[src/rtl/mux_arb_n_pkg.sv]
// mux_pkg: shared constants and index helpers for the mux_arb_n block.
//   MUX_MODE_SEL / MUX_MODE_RR : encodings of the MODE parameter.
//   wrap_idx(v, n)             : folds v in [0, 2n) back into [0, n).
//   next_idx(idx, n)           : modulo-n increment, wraps n-1 -> 0 explicitly
//                                so non-power-of-two channel counts never
//                                produce an out-of-range index.
package mux_pkg;

    localparam int MUX_MODE_SEL = 0;
    localparam int MUX_MODE_RR  = 1;

    function automatic int unsigned wrap_idx(input int unsigned v, input int unsigned n);
        return (v >= n) ? (v - n) : v;
    endfunction

    function automatic int unsigned next_idx(input int unsigned idx, input int unsigned n);
        return wrap_idx(idx + 1, n);
    endfunction

endpackage

[src/rtl/mux_arb_n_if.sv]
// mux_arb_n_if: producer/consumer bus of the N-channel arbitrating mux.
//   in_data   N*W  packed channel data, channel i at [i*W +: W]
//   in_valid  N    per-channel valid
//   in_ready  N    per-channel ready, one-hot or zero
//   sel       SW   external channel select (MODE=0 only)
//   out_data  W    registered selected word
//   out_ch    SW   channel that produced out_data
//   out_valid 1    output register holds a word
//   out_ready 1    consumer takes out_data this cycle
//   dbg_ptr   SW   round-robin pointer, exposed for observation
// Handshake: a word moves on any rising edge where valid and ready are both
// high on the same side; valid must not depend on ready, ready may depend on
// valid, and a producer keeps data stable while valid is high and ready low.
// slave is the mux side, master is the environment side.
interface mux_arb_n_if #(
    parameter int N = 4,
    parameter int W = 8
);
    localparam int SW = $clog2(N);

    logic [N*W-1:0] in_data;
    logic [N-1:0]   in_valid;
    logic [N-1:0]   in_ready;
    logic [SW-1:0]  sel;
    logic [W-1:0]   out_data;
    logic [SW-1:0]  out_ch;
    logic           out_valid;
    logic           out_ready;
    logic [SW-1:0]  dbg_ptr;

    modport slave (
        input  in_data, in_valid, sel, out_ready,
        output in_ready, out_data, out_ch, out_valid, dbg_ptr
    );

    modport master (
        output in_data, in_valid, sel, out_ready,
        input  in_ready, out_data, out_ch, out_valid, dbg_ptr
    );

endinterface

[src/rtl/mux_arb_n_rr_pick.sv]
// rr_pick: combinational rotating-priority picker.
//   valid   N   request vector
//   ptr     SW  highest-priority channel this cycle (must be < N)
//   gnt_vld 1   some channel is requesting
//   gnt_idx SW  first requesting channel at or after ptr, modulo N
import mux_pkg::*;

module rr_pick #(
    parameter int N  = 4,
    parameter int SW = $clog2(N)
) (
    input  logic [N-1:0]  valid,
    input  logic [SW-1:0] ptr,
    output logic          gnt_vld,
    output logic [SW-1:0] gnt_idx
);

    logic [SW-1:0] cand;

    // Walk ptr, ptr+1, ... with explicit modulo-N wrap; the first hit wins.
    always_comb begin
        gnt_vld = 1'b0;
        gnt_idx = '0;
        cand    = '0;
        for (int off = 0; off < N; off++) begin
            cand = SW'(wrap_idx(int'(ptr) + off, N));
            if (!gnt_vld && valid[cand]) begin
                gnt_vld = 1'b1;
                gnt_idx = cand;
            end
        end
    end

endmodule

[src/rtl/mux_arb_n.sv]
// mux_arb_n: N-channel, W-bit multiplexer with valid/ready per channel and a
// registered output stage.
//   clk    rising-edge clock
//   rst_n  synchronous active-low reset
//   bus    mux_arb_n_if.slave (channel inputs, select, registered output)
// MODE=0 grants the channel named by sel if it is valid; MODE=1 grants in
// round-robin order starting at the pointer, which advances past each winner.
import mux_pkg::*;

module mux_arb_n #(
    parameter int N    = 4,
    parameter int W    = 8,
    parameter int MODE = MUX_MODE_SEL
) (
    input logic         clk,
    input logic         rst_n,
    mux_arb_n_if.slave  bus
);

    localparam int SW = $clog2(N);

    logic [W-1:0]  ch_data [N];
    logic          load_en;
    logic          sel_vld;
    logic          rr_vld;
    logic [SW-1:0] rr_idx;
    logic          gnt_vld;
    logic [SW-1:0] gnt_idx;
    logic [N-1:0]  ready;
    logic          xfer;

    logic [W-1:0]  data_q;
    logic [SW-1:0] ch_q;
    logic          valid_q;
    logic [SW-1:0] ptr_q;

    for (genvar i = 0; i < N; i++) begin : g_split
        assign ch_data[i] = bus.in_data[i*W +: W];
    end

    // The output register can take a word when empty or being drained now.
    assign load_en = !valid_q || bus.out_ready;

    // sel beyond the last channel never grants (matters when N < 2**SW).
    assign sel_vld = (int'(bus.sel) < N) && bus.in_valid[bus.sel];

    if (MODE == MUX_MODE_RR) begin : g_rr
        rr_pick #(.N(N), .SW(SW)) u_pick (
            .valid   (bus.in_valid),
            .ptr     (ptr_q),
            .gnt_vld (rr_vld),
            .gnt_idx (rr_idx)
        );
    end else begin : g_no_rr
        assign rr_vld = 1'b0;
        assign rr_idx = '0;
    end

    assign gnt_vld = (MODE == MUX_MODE_RR) ? rr_vld : sel_vld;
    assign gnt_idx = (MODE == MUX_MODE_RR) ? rr_idx : bus.sel;

    always_comb begin
        ready = '0;
        if (rst_n && load_en && gnt_vld) begin
            ready[gnt_idx] = 1'b1;
        end
    end

    assign xfer = |(bus.in_valid & ready);

    always_ff @(posedge clk) begin
        if (!rst_n) begin
            data_q  <= '0;
            ch_q    <= '0;
            valid_q <= 1'b0;
            ptr_q   <= '0;
        end else if (xfer) begin
            data_q  <= ch_data[gnt_idx];
            ch_q    <= gnt_idx;
            valid_q <= 1'b1;
            if (MODE == MUX_MODE_RR) begin
                ptr_q <= SW'(next_idx(int'(gnt_idx), N));
            end
        end else if (valid_q && bus.out_ready) begin
            valid_q <= 1'b0;
        end
    end

    assign bus.in_ready  = ready;
    assign bus.out_data  = data_q;
    assign bus.out_ch    = ch_q;
    assign bus.out_valid = valid_q;
    assign bus.dbg_ptr   = ptr_q;

endmodule

[src/flat_wrapper.sv]
// flat-port wrapper written by rule: the top's interface ports become plain ports
module mux_arb_n_flat 
#(
    parameter int N    = 4,
    parameter int W    = 8,
    parameter int MODE = MUX_MODE_SEL
)
  (clk, rst_n, bus_in_data, bus_in_valid, bus_sel, bus_out_ready, bus_in_ready, bus_out_data, bus_out_ch, bus_out_valid, bus_dbg_ptr);
  mux_arb_n_if #(.N(N), .W(W)) bus_i ();
  input logic clk;
  input logic rst_n;
  input wire logic [$bits(bus_i.in_data)-1:0] bus_in_data;
  input wire logic [$bits(bus_i.in_valid)-1:0] bus_in_valid;
  input wire logic [$bits(bus_i.sel)-1:0] bus_sel;
  input wire logic [$bits(bus_i.out_ready)-1:0] bus_out_ready;
  output wire logic [$bits(bus_i.in_ready)-1:0] bus_in_ready;
  output wire logic [$bits(bus_i.out_data)-1:0] bus_out_data;
  output wire logic [$bits(bus_i.out_ch)-1:0] bus_out_ch;
  output wire logic [$bits(bus_i.out_valid)-1:0] bus_out_valid;
  output wire logic [$bits(bus_i.dbg_ptr)-1:0] bus_dbg_ptr;
  assign bus_i.in_data = bus_in_data;
  assign bus_i.in_valid = bus_in_valid;
  assign bus_i.sel = bus_sel;
  assign bus_i.out_ready = bus_out_ready;
  assign bus_in_ready = bus_i.in_ready;
  assign bus_out_data = bus_i.out_data;
  assign bus_out_ch = bus_i.out_ch;
  assign bus_out_valid = bus_i.out_valid;
  assign bus_dbg_ptr = bus_i.dbg_ptr;
  mux_arb_n #(.N(N), .W(W), .MODE(MODE)) u_core (.clk(clk), .rst_n(rst_n), .bus(bus_i));
endmodule
[config.mk]
export PLATFORM = sky130hd
export DESIGN_NAME = mux_arb_n_flat
export DESIGN_NICKNAME = d
export VERILOG_FILES = /design/src/rtl/mux_arb_n_pkg.sv /design/src/rtl/mux_arb_n_if.sv /design/src/rtl/mux_arb_n_rr_pick.sv /design/src/rtl/mux_arb_n.sv /design/src/flat_wrapper.sv
export SDC_FILE = /design/constraint.sdc
export NUM_CORES = 1
export LEC_CHECK = 0
export BUFFER_PORTS_ARGS = -buffer_cell sky130_fd_sc_hd__buf_4
export CAP_MARGIN = 25
export CELL_PAD_IN_SITES_DETAIL_PLACEMENT = 1
export CELL_PAD_IN_SITES_GLOBAL_PLACEMENT = 1
export CORE_MARGIN = 4
export CORE_UTILIZATION = 25
export DETAILED_ROUTE_END_ITERATION = 7
export GPL_TIMING_DRIVEN = 1
export PLACE_DENSITY_LB_ADDON = 0.05
export RECOVER_POWER = 50
export SYNTH_ARGS = -nofsm -noshare
export SYNTH_HDL_FRONTEND = slang
export SYNTH_SLANG_ARGS = --single-unit
[constraint.sdc]
create_clock -name clk -period 1.4 [get_ports clk]
set_input_delay 0.14 -clock clk [delete_from_list [all_inputs] [get_ports clk]]
set_output_delay 0.14 -clock clk [all_outputs]
set_load 0.02 [all_outputs]
==> out/results.txt <==
Final Wtd Congestion - 0.692
Req. time, crit path - 1260 ps
Status - completed
Seq/Total Area, Yosys - 26.4%
HP Start - rst_n
I/O Buffers - 55
YS warnings - 0
Worst setup EP type - output pin
TritonCTS Sinks - 11
Largest net degree at the start of global routing - 20
#FFs+latches synth - 11
Worst min-delay path category - input pin to register
DRC Markers - 0
P per Cell Area - 689 nW/um2
Row Count - 20
Remaining antenna violation count - 0
Final HPWL DP - 2130 um
Share of layout cells above drive strength 1 - 58.9%
Crit. Startpoint - bus_sel[0]
DRT iter0 DRCs - 34
Via density - 4.66
Routed wire length per instance - 14.0 um
Setup violations, final - 0
Ports - 58
Synth-to-Final Area Change - 64.5%
Clock period minus worst slack - 1390 ps
# fillers - 368
Max Buffers Root-to-Sink - 2
Setup TNS - 0 ps
Synth area leaders - dfxtp_1 (26%), mux4_2 (22%), a21boi_2 (11%)
Layout net count - 183
Core ar. - 3130 um2
Worst-skew pair later-pin latency - 270 ps
Area leader, netlist - dfxtp_1
Most instantiated cells after synthesis - dfxtp_1 (11), inv_1 (10), nand4_1 (9)
Gr ovfl total - 0
Avg Cell Area, Syn - 10.2 um2
Die Ht - 65.8 um
GR Util All Layers - 12.7%
Critical path class - input pin to output pin
Initial antenna violation count - 0
Highest clock rate - 718 MHz
Top FF cell, synth - dfxtp_1
Post-synthesis async set-or-reset flop share - 0%
CTS tree - done
Peak supply drop - 0.000227 V
Number of global-route vias before repair - 927
Die width - 65.8 um
Leakage - 0.576 nW
RSZ-0062 raised after global routing - yes
Clock skew - 0.598 ps
Critical Path Fanout Max - 2
Inserted Clock Buffers - 3
Final hold vios - 0
Die area - 4330 um2
Slew Viols, Final - 0
Part of the cycle the worst path needs - 99.5%
CP arrival - 1250 ps
Register clock-pin slew on the reported worst setup and hold paths - 80 ps
Finished Layout Cells - 185
Reg-to-reg critical path startpoint - u_core.bus.out_valid$_SDFFE_PN0P_
Unique cell type count in the Yosys netlist - 22
Clk root buf - clkbuf_4
Number of diodes - 0
Yosys top cell area share - 26.4%
Initial core utilization - 26.7%
DR vias - 862
Post-synth EDFFs - 0
Pre-Repair DR Iteration Count - 4
Dpl cells - 178
First-pass GRT wire length - 4270 um
Hold_buf cts - 0
Crit start category - input pin
Cells after Synth - 82
Drt total wl - 2600 um
Max-cap viol count - 0
Top-count cell post-synth - dfxtp_1
Post-Syn Area - 835 um2
H-tree depth - 1
-- per-stage QoR --
step	cell area, um2	power, mW	utilization [%]	hold slack [ps]	worst slack (ps)
floorplan	850	0.557	-	395	-112
CTS	1360	0.959	43.3	194	-11.1
finish	1370	0.946	43.9	206	6.47
global route	1370	1.02	43.9	207	-21.1
detailed placement	1310	0.719	41.8	472	-36.1
global placement	1310	0.711	41.8	456	-26.1
-- cell type report --
| cell class | count | area [um2] | area share (%) |
|---|---|---|---|
| clock buffer | 4 | 26.3 | 1.91 |
| tap | 44 | 55.1 | 4.01 |
| multi-input combinational | 50 | 552 | 40.2 |
| timing repair buffer | 66 | 480 | 35.0 |
| sequential | 11 | 221 | 16.1 |
| inverter | 10 | 37.5 | 2.73 |
-- worst paths after layout --
kind | slack (ps) | cells past startpoint | endpoint
worst min register to register | 470 | 2 | u_core.bus.out_ch[1]$_SDFFE_PN0P_
worst min-delay path | 210 | 2 | u_core.bus.out_valid$_SDFFE_PN0P_
worst max register to register | 140 | 6 | u_core.bus.out_data[7]$_SDFFE_PN0P_
worst max-delay path | 6 | 5 | bus_in_ready[3]
-- layout by cell type (no fill, tap or decap), drive strengths merged --
cell type	netlist	layout
dfxtp	11	11
nand2b	1	1
conb	1	2
nor3	2	2
inv	10	10
mux4	9	9
nor4b	1	1
o21ai	1	1
a21boi	9	9
and3	2	2
clkbuf	5	14
nand2	4	4
mux2i	1	1
nand3	1	1
buf	7	56
nand4	9	9
a31o	8	8
-- kinds of logic (layout without fill, tap and decap cells) --
logic type | after synthesis | in the layout | synth area share, %
buf+inv | 22 | 80 | 12.9
compound gates | 18 | 18 | 20.7
other cells | 1 | 2 | 0.449
mux | 10 | 10 | 25.9
flops | 11 | 11 | 26.4
simple gates | 20 | 20 | 13.6
-- state kept, by name, summed over array words and instances (netlist names) --
name and flops:
u_core.bus.out_data 8, u_core.bus.out_ch 2, u_core.bus.out_valid 1
-- power breakdown --
group | switching [mW] | total, mW | internal [mW]
sequential | 0.0123 | 0.349 | 0.337
clock | 0.119 | 0.230 | 0.110
combinational | 0.165 | 0.367 | 0.202
-- layer usage --
metal  vias up  GRT usage, %  wire, um
li1        424             -         -
met1       395          16.6      1080
met2        43          19.0      1210
met3         0          4.42       306
met4         0          4.66         0
met5         -             0         0
-- worst max-delay path, cell delays in order --
cell and delay [ps]:
buf_6 80, mux4_2 530, and3_4 210, and3_4 170, buf_6 130
-- repair_timing --
item                                   in CTS  in global routing
pin swaps                                   1                  3
resized for setup                           5                  8
setup endpoints to repair                   4                  3
gates cloned                                0                  0
endpoints found under the hold margin       0                  0
setup buffers                               0                  3
No activity file was read; power rests on OpenSTA's default activity.
